[src/rtl/ov5640_pwr_seq.sv]
// OV5640 power sequencer: timed PWDN/RESETB/XCLK bring-up, controlled shutdown,
// restart, and an SCCB-configuration watchdog with bounded power-cycle retries.
module ov5640_pwr_seq #(
  parameter int CNT_W     = 21,
  parameter int T_OFF     = 50_000,
  parameter int T_PWDN    = 300_000,
  parameter int T_RST     = 100_000,
  parameter int T_SETTLE  = 1_050_000,
  parameter int T_CFG     = 1_000_000,
  parameter int MAX_RETRY = 2
) (
  input  logic       sys_clk,
  input  logic       sys_rst,
  input  logic       pwr_en,
  input  logic       restart,
  input  logic       cfg_done,
  output logic       cam_pwdn,
  output logic       cam_rst_n,
  output logic       xclk_en,
  output logic       power_done,
  output logic       cam_ready,
  output logic       cfg_err,
  output logic [2:0] seq_state
);

  localparam int RW = (MAX_RETRY > 0) ? $clog2(MAX_RETRY + 1) : 1;

  localparam logic [CNT_W-1:0] OFF_LAST    = CNT_W'(T_OFF - 1);
  localparam logic [CNT_W-1:0] PWDN_LAST   = CNT_W'(T_PWDN - 1);
  localparam logic [CNT_W-1:0] RST_LAST    = CNT_W'(T_RST - 1);
  localparam logic [CNT_W-1:0] SETTLE_LAST = CNT_W'(T_SETTLE - 1);
  localparam logic [CNT_W-1:0] CFG_LAST    = CNT_W'(T_CFG - 1);
  localparam logic [CNT_W-1:0] CNT_MAX     = '1;

  typedef enum logic [2:0] {
    S_OFF    = 3'd0,
    S_PWDN   = 3'd1,
    S_RST    = 3'd2,
    S_SETTLE = 3'd3,
    S_CFG    = 3'd4,
    S_READY  = 3'd5,
    S_ERROR  = 3'd6
  } state_t;

  state_t           state_q, state_d;
  logic [CNT_W-1:0] cnt_q, cnt_d;
  logic [RW-1:0]    retry_q, retry_d;
  // {pwdn, rst_n, xclk_en, power_done, cam_ready, cfg_err}
  logic [5:0]       out_q, out_d;
  logic             abort;
  logic             restart_ok;

  assign abort      = (state_q != S_OFF) && !pwr_en;
  assign restart_ok = restart && (state_q inside {S_PWDN, S_RST, S_SETTLE, S_CFG, S_READY});

  // State register, delay counter, retry counter and registered outputs
  always_ff @(posedge sys_clk) begin
    if (sys_rst) begin
      state_q <= S_OFF;
      cnt_q   <= '0;
      retry_q <= '0;
      out_q   <= 6'b100000;
    end else begin
      state_q <= state_d;
      cnt_q   <= cnt_d;
      retry_q <= retry_d;
      out_q   <= out_d;
    end
  end

  // Next-state logic, ordered by transition priority
  always_comb begin
    state_d = state_q;
    retry_d = retry_q;
    if (abort) begin
      state_d = S_OFF;
      retry_d = '0;
    end else if (restart_ok) begin
      state_d = S_OFF;
    end else begin
      unique case (state_q)
        S_OFF:    if (pwr_en && cnt_q == OFF_LAST) state_d = S_PWDN;
        S_PWDN:   if (cnt_q == PWDN_LAST)          state_d = S_RST;
        S_RST:    if (cnt_q == RST_LAST)           state_d = S_SETTLE;
        S_SETTLE: if (cnt_q == SETTLE_LAST)        state_d = S_CFG;
        S_CFG: begin
          if (cfg_done) begin
            state_d = S_READY;
            retry_d = '0;
          end else if (cnt_q == CFG_LAST) begin
            if (32'(retry_q) < MAX_RETRY) begin
              state_d = S_OFF;
              retry_d = retry_q + RW'(1);
            end else begin
              state_d = S_ERROR;
            end
          end
        end
        S_READY:  state_d = S_READY;
        S_ERROR:  state_d = S_ERROR;
        default:  state_d = S_OFF;
      endcase
    end
  end

  // OFF saturates at its exit value so a late pwr_en leaves at once
  always_comb begin
    cnt_d = cnt_q;
    if (state_d != state_q) begin
      cnt_d = '0;
    end else if (state_q == S_OFF) begin
      if (cnt_q != OFF_LAST) cnt_d = cnt_q + CNT_W'(1);
    end else if (cnt_q != CNT_MAX) begin
      cnt_d = cnt_q + CNT_W'(1);
    end
  end

  // Output decode from next state so pins move on the same edge as seq_state
  always_comb begin
    out_d = 6'b100000;
    unique case (state_d)
      S_OFF:    out_d = 6'b100000;
      S_PWDN:   out_d = 6'b101000;
      S_RST:    out_d = 6'b001000;
      S_SETTLE: out_d = 6'b011000;
      S_CFG:    out_d = 6'b011100;
      S_READY:  out_d = 6'b011110;
      S_ERROR:  out_d = 6'b100001;
      default:  out_d = 6'b100000;
    endcase
  end

  assign cam_pwdn   = out_q[5];
  assign cam_rst_n  = out_q[4];
  assign xclk_en    = out_q[3];
  assign power_done = out_q[2];
  assign cam_ready  = out_q[1];
  assign cfg_err    = out_q[0];
  assign seq_state  = state_q;

endmodule

[config.mk]
export PLATFORM = sky130hd
export DESIGN_NAME = ov5640_pwr_seq
export DESIGN_NICKNAME = d
export VERILOG_FILES = /design/src/rtl/ov5640_pwr_seq.sv
export SDC_FILE = /design/constraint.sdc
export NUM_CORES = 1
export LEC_CHECK = 0
export ABC_AREA = 1
export BUFFER_PORTS_ARGS = -buffer_cell sky130_fd_sc_hd__buf_4
export CAP_MARGIN = 20
export CORE_MARGIN = 10
export CORE_UTILIZATION = 65
export DETAILED_ROUTE_END_ITERATION = 7
export PLACE_DENSITY = 0.84
export SYNTH_ARGS = -nofsm -noshare
export SYNTH_HDL_FRONTEND = slang
export SYNTH_SLANG_ARGS = --single-unit
[constraint.sdc]
create_clock -name sys_clk -period 3.6 [get_ports sys_clk]
set_input_delay 0 -clock sys_clk [delete_from_list [all_inputs] [get_ports sys_clk]]
set_output_delay 0 -clock sys_clk [all_outputs]
set_load 0.02 [all_outputs]
==> impl_table.tex <==
\begin{tabular}{lr}
\hline
Metric & Value \\
\hline
\multicolumn{2}{l}{\textbf{Die}} \\
Effective utilization at floorplan & 67.6\% \\
Die height & slightly above 80 um \\
Number of rows created at floorplan & 22 \\
I/O pin cnt & 14 \\
Die outline width & 81.7 um \\
Core Area & 0.00366 mm2 \\
Area of the die & roughly 0.0067 mm2 \\
\multicolumn{2}{l}{\textbf{Status}} \\
Outcome & finished clean \\
\multicolumn{2}{l}{\textbf{Placement}} \\
Buffers on Ports & 13 \\
Placed wire-length estimate & approximately 4500 um \\
GP Congestion & between 0.9 and 1 \\
Dpl ws & about 1.1 ns \\
\multicolumn{2}{l}{\textbf{Clock network}} \\
Clock-pin slew on the worst setup and hold paths & 0.07 ns \\
Clock insertion delay at the later pin of the skew report & roughly 0.30 ns \\
Max clock buf depth & 2 \\
Htree depth & 2 \\
Root buffer cell & sky130\_fd\_sc\_hd\_\_clkbuf\_8 \\
Number of cells upsized or downsized after cts & 0 \\
Inserted Clock Buffers & 5 \\
Cts hold-fix bufs & 1 \\
Clk sinks & 32 \\
Number of post-CTS setup repair buffers & 0 \\
Clock tree from TritonCTS & done \\
\multicolumn{2}{l}{\textbf{Global routing}} \\
Global-route met2 utilization & 33.2\% \\
Total global routing overflow & 0 \\
Busiest metal layer after global routing & met2 \\
Global-route track usage on met3 & under 10\% \\
Number of global-route vias before repair & 2245 \\
Number of antenna violations at the first check in global routing & 0 \\
Largest net degree at the start of global routing & 22 \\
Overall routing resource usage & between 10\% and 20\% \\
Met1 track demand over resource & between 20\% and 30\% \\
First-pass GRT wire length & roughly 10000 um \\
\multicolumn{2}{l}{\textbf{Timing}} \\
Final setup violation count & 0 \\
Unrepaired setup endpoints after global routing & no \\
Share of the clock period used by the worst path & 72.2\% \\
Setup Total Neg Slack & 0 ns \\
Skew final & roughly 0.0064 ns \\
Actual slew at the worst max-slew pin & roughly 0.66 ns \\
Fin crit period & about 2.6 ns \\
Slew Limit Fails & 0 \\
Worst setup margin & approximately 1.0 ns \\
Hold Fails Final Rpt & 0 \\
Worst relative slew slack & between 50 and 60\% \\
Maximum clock rate & between 300 and 400 MHz \\
\multicolumn{2}{l}{\textbf{Cells and area}} \\
Antenna cell count & 0 \\
Final core occ & approximately three quarters \\
Layout cell share with drive strength beyond 1 & 25.9\% \\
Layout overhead on the synthesized area & 9.05\% \\
Layout filler cell count & about 330 \\
Net count, final & between 300 and 400 \\
\multicolumn{2}{l}{\textbf{Worst setup path}} \\
CP Cell Sequence & ha\_1 > inv\_2 > nor2\_4 > nand2\_2 > nor2\_2 > nand3\_1 > nand2\_1 > nor2\_2 > nand2\_2 > nand2\_4 > nand2\_1 > nand2\_2 > nor2\_4 > nand3\_4 > nor2\_1 \\
Crit path max fanout & 21 \\
Cell with the most instances on the worst path & sky130\_fd\_sc\_hd\_\_nand2\_2 \\
Total number of cells along the worst setup path & 15 \\
Worst Reg2Reg Path Length in Cells & 15 \\
Startpoint of the worst-slack reg-to-reg timing path & cnt\_q[0] \\
Cell at the slowest stage of the critical path & sky130\_fd\_sc\_hd\_\_nand3\_4 \\
Critical path buffer and inverter count & 1 \\
Kind of cell adding the most delay to the critical path & simple AND/OR/NAND/NOR gates \\
Crit path kind & flop to flop \\
CP Data Arrival Time & between 2 and 3 ns \\
Kind of start point of the critical path & flop \\
Critical path launch point & cnt\_q[0] \\
Capturing element type of the critical path & flop \\
Slowest stage delay, CP & approximately 0.46 ns \\
Worst path required time & about 3.8 ns \\
\multicolumn{2}{l}{\textbf{Logic synthesis}} \\
Synthesized net count & about 360 \\
Mapped Cells & about 360 \\
Top cell type's share of synthesized area & between 20 and 30\% \\
Register area share after synthesis & between 20 and 30\% \\
Area leader, netlist & sky130\_fd\_sc\_hd\_\_dfxtp\_1 \\
Yosys warning count & 0 \\
Synth Area per Inst & about 7 um2 \\
Number of synthesized register bits & 32 \\
Cell variety after synth & 30 \\
Synth top area cells & sky130\_fd\_sc\_hd\_\_dfxtp\_1, sky130\_fd\_sc\_hd\_\_nor2\_4, sky130\_fd\_sc\_hd\_\_nand2\_1, sky130\_fd\_sc\_hd\_\_inv\_1, sky130\_fd\_sc\_hd\_\_nor2\_1 \\
Post-synthesis cell area & 0.00247 mm2 \\
\multicolumn{2}{l}{\textbf{Pwr}} \\
Max rail drop VDD & 0.000354 V \\
Total power draw & $\sim$0.78 mW \\
Power density over the cells & between 200 and 300 mW/mm2 \\
Clock network fraction of total power & 49.3\% \\
Switching share of power & $\sim$22\% \\
Internal & roughly 0.6 mW \\
Share of power burned in registers & 46.0\% \\
Combinational share of power & 4.7\% \\
Switching power of the nets & 0.169 mW \\
Static leakage & 1.06 nW \\
\multicolumn{2}{l}{\textbf{Route}} \\
Starting DRC count in detailed routing & $\sim$200 \\
Total number of vias & about 2300 \\
Count of TritonRoute iterations in the first routing pass & 4 \\
Post-detailed-route via-to-cell ratio & $\sim$5.4 \\
Average detailed-routed wire length per instance & around 14 um \\
Total wire length after detailed routing & between 5000 and 6000 um \\
Number of nets with antenna violations after routing & 0 \\
DRC & 0 \\
\multicolumn{2}{l}{\textbf{Worst hold path}} \\
Class of the most critical hold timing path & primary input to flop \\
Instance count along the most critical hold path & 4 \\
Launch instance of the worst min-delay path & restart \\
\multicolumn{2}{l}{\textbf{Job}} \\
Maxcap violations & 0 \\
\hline
\end{tabular}
-- layout make-up --
| class | count | area, um2 | share of cell area, % |
|---|---|---|---|
| Inverter | 60 | 230 | 8.53 |
| Tap cell | 48 | 60.1 | 2.23 |
| Timing Repair Buffer | 14 | 108 | 3.99 |
| Sequential cell | 32 | 641 | 23.7 |
| Multi-Input combinational cell | 261 | 1530 | 56.8 |
| Clock inverter | 1 | 30.0 | 1.11 |
| Clock buffer | 7 | 96.3 | 3.57 |
-- state kept, by name, indices dropped and copies added (netlist names) --
signal	flops
seq_state	3
retry_q	2
cnt_q	21
out_q	6
-- worst reg2reg max path: stages (launching register included) --
cell and delay (ns):
sky130_fd_sc_hd__dfxtp_1 0.39, sky130_fd_sc_hd__ha_1 0.30, sky130_fd_sc_hd__inv_2 0.09, sky130_fd_sc_hd__nor2_4 0.20, sky130_fd_sc_hd__nand2_2 0.08, sky130_fd_sc_hd__nor2_2 0.11
sky130_fd_sc_hd__nand3_1 0.09, sky130_fd_sc_hd__nand2_1 0.09, sky130_fd_sc_hd__nor2_2 0.04, sky130_fd_sc_hd__nand2_2 0.06, sky130_fd_sc_hd__nand2_4 0.07, sky130_fd_sc_hd__nand2_1 0.08
sky130_fd_sc_hd__nand2_2 0.07, sky130_fd_sc_hd__nor2_4 0.10, sky130_fd_sc_hd__nand3_4 0.46, sky130_fd_sc_hd__nor2_1 0.28
-- placed cells by master, fill, tap and decap left out --
cell type	instances
sky130_fd_sc_hd__nand2_1	69
sky130_fd_sc_hd__nor4_1	3
sky130_fd_sc_hd__dfxtp_1	32
sky130_fd_sc_hd__nand2_2	15
sky130_fd_sc_hd__nand2_4	2
sky130_fd_sc_hd__nand3b_4	1
sky130_fd_sc_hd__nor3_1	15
sky130_fd_sc_hd__clkbuf_8	7
sky130_fd_sc_hd__nand3_4	2
sky130_fd_sc_hd__buf_4	13
sky130_fd_sc_hd__o21ai_0	8
sky130_fd_sc_hd__nor2_2	10
sky130_fd_sc_hd__clkinv_4	1
sky130_fd_sc_hd__a21oi_1	3
sky130_fd_sc_hd__nand3_2	4
sky130_fd_sc_hd__nand4_1	13
sky130_fd_sc_hd__ha_1	1
sky130_fd_sc_hd__nor2_1	41
sky130_fd_sc_hd__nor2_4	27
sky130_fd_sc_hd__bufinv_16	1
sky130_fd_sc_hd__a21oi_4	1
sky130_fd_sc_hd__nor3b_1	1
sky130_fd_sc_hd__or2_2	3
sky130_fd_sc_hd__nand3_1	27
sky130_fd_sc_hd__o21ai_1	2
sky130_fd_sc_hd__xor2_1	12
sky130_fd_sc_hd__clkinv_1	2
sky130_fd_sc_hd__inv_2	10
sky130_fd_sc_hd__a211oi_1	1
sky130_fd_sc_hd__inv_1	47
sky130_fd_sc_hd__dlygate4sd3_1	1
-- power groups by stage --
stage          logic (mW)  clock network [mW]  registers, mW
5_1_grt            0.0401               0.403          0.360
6_report           0.0370               0.386          0.360
2_1_floorplan      0.0312                   0          0.367
4_1_cts            0.0373               0.389          0.360
3_3_place_gp       0.0351                   0          0.368
3_5_place_dp       0.0361                   0          0.368
-- synth_stat cells --
cell	instances
sky130_fd_sc_hd__nand2_1	69
sky130_fd_sc_hd__inv_1	47
sky130_fd_sc_hd__nor2_1	41
sky130_fd_sc_hd__dfxtp_1	32
sky130_fd_sc_hd__nand3_1	27
sky130_fd_sc_hd__nor2_4	27
sky130_fd_sc_hd__nand2_2	15
sky130_fd_sc_hd__nor3_1	15
sky130_fd_sc_hd__nand4_1	13
sky130_fd_sc_hd__xor2_1	12
sky130_fd_sc_hd__inv_2	10
sky130_fd_sc_hd__nor2_2	10
sky130_fd_sc_hd__o21ai_0	8
sky130_fd_sc_hd__nand3_2	4
sky130_fd_sc_hd__a21oi_1	3
sky130_fd_sc_hd__nor4_1	3
sky130_fd_sc_hd__or2_2	3
sky130_fd_sc_hd__buf_12	2
sky130_fd_sc_hd__buf_6	2
sky130_fd_sc_hd__clkinv_1	2
sky130_fd_sc_hd__nand2_4	2
sky130_fd_sc_hd__nand3_4	2
sky130_fd_sc_hd__o21ai_1	2
sky130_fd_sc_hd__a211oi_1	1
sky130_fd_sc_hd__a21oi_4	1
sky130_fd_sc_hd__buf_4	1
sky130_fd_sc_hd__clkinv_4	1
sky130_fd_sc_hd__ha_1	1
sky130_fd_sc_hd__nand3b_4	1
sky130_fd_sc_hd__nor3b_1	1
-- path summary, 6_finish.rpt --
path / slack [ns] / end
min reg2reg: 0.48 / retry_q[1]
max reg2reg: 1.00 / cnt_q[9]
min: 0.02 / retry_q[1]
max: 1.00 / cnt_q[9]
-- layer usage --
metal	wire length (um)	part of all wire [%]	vias to the layer above
li1	-	-	1156
met1	2380	41	1035
met2	2850	49	84
met3	370	6.4	23
met4	208	3.6	0
met5	0	0	-
-- stage by stage --
| stage | hold WS (ns) | instance area [um2] | cells |
|---|---|---|---|
| 3_3_place_gp | 0.223 | 2560 | 414 |
| 4_1_cts | 0.0147 | 2700 | 423 |
| 3_5_place_dp | 0.221 | 2560 | 414 |
| 6_report | 0.0213 | 2700 | 423 |
| 2_1_floorplan | 0.0724 | 2470 | 358 |
| 5_1_grt | 0.0212 | 2700 | 423 |
-- cells by family after synthesis --
group                      share of synthesized area [%]
AOI/OAI and AO/OA                                   3.59
adders and majority gates                          0.505
xor gates and xnor gates                            4.25
DFF                                                 25.9
buffers and inverters                               12.1
and+or+nand+nor                                     53.6
Power figures use the tool's default switching activity.
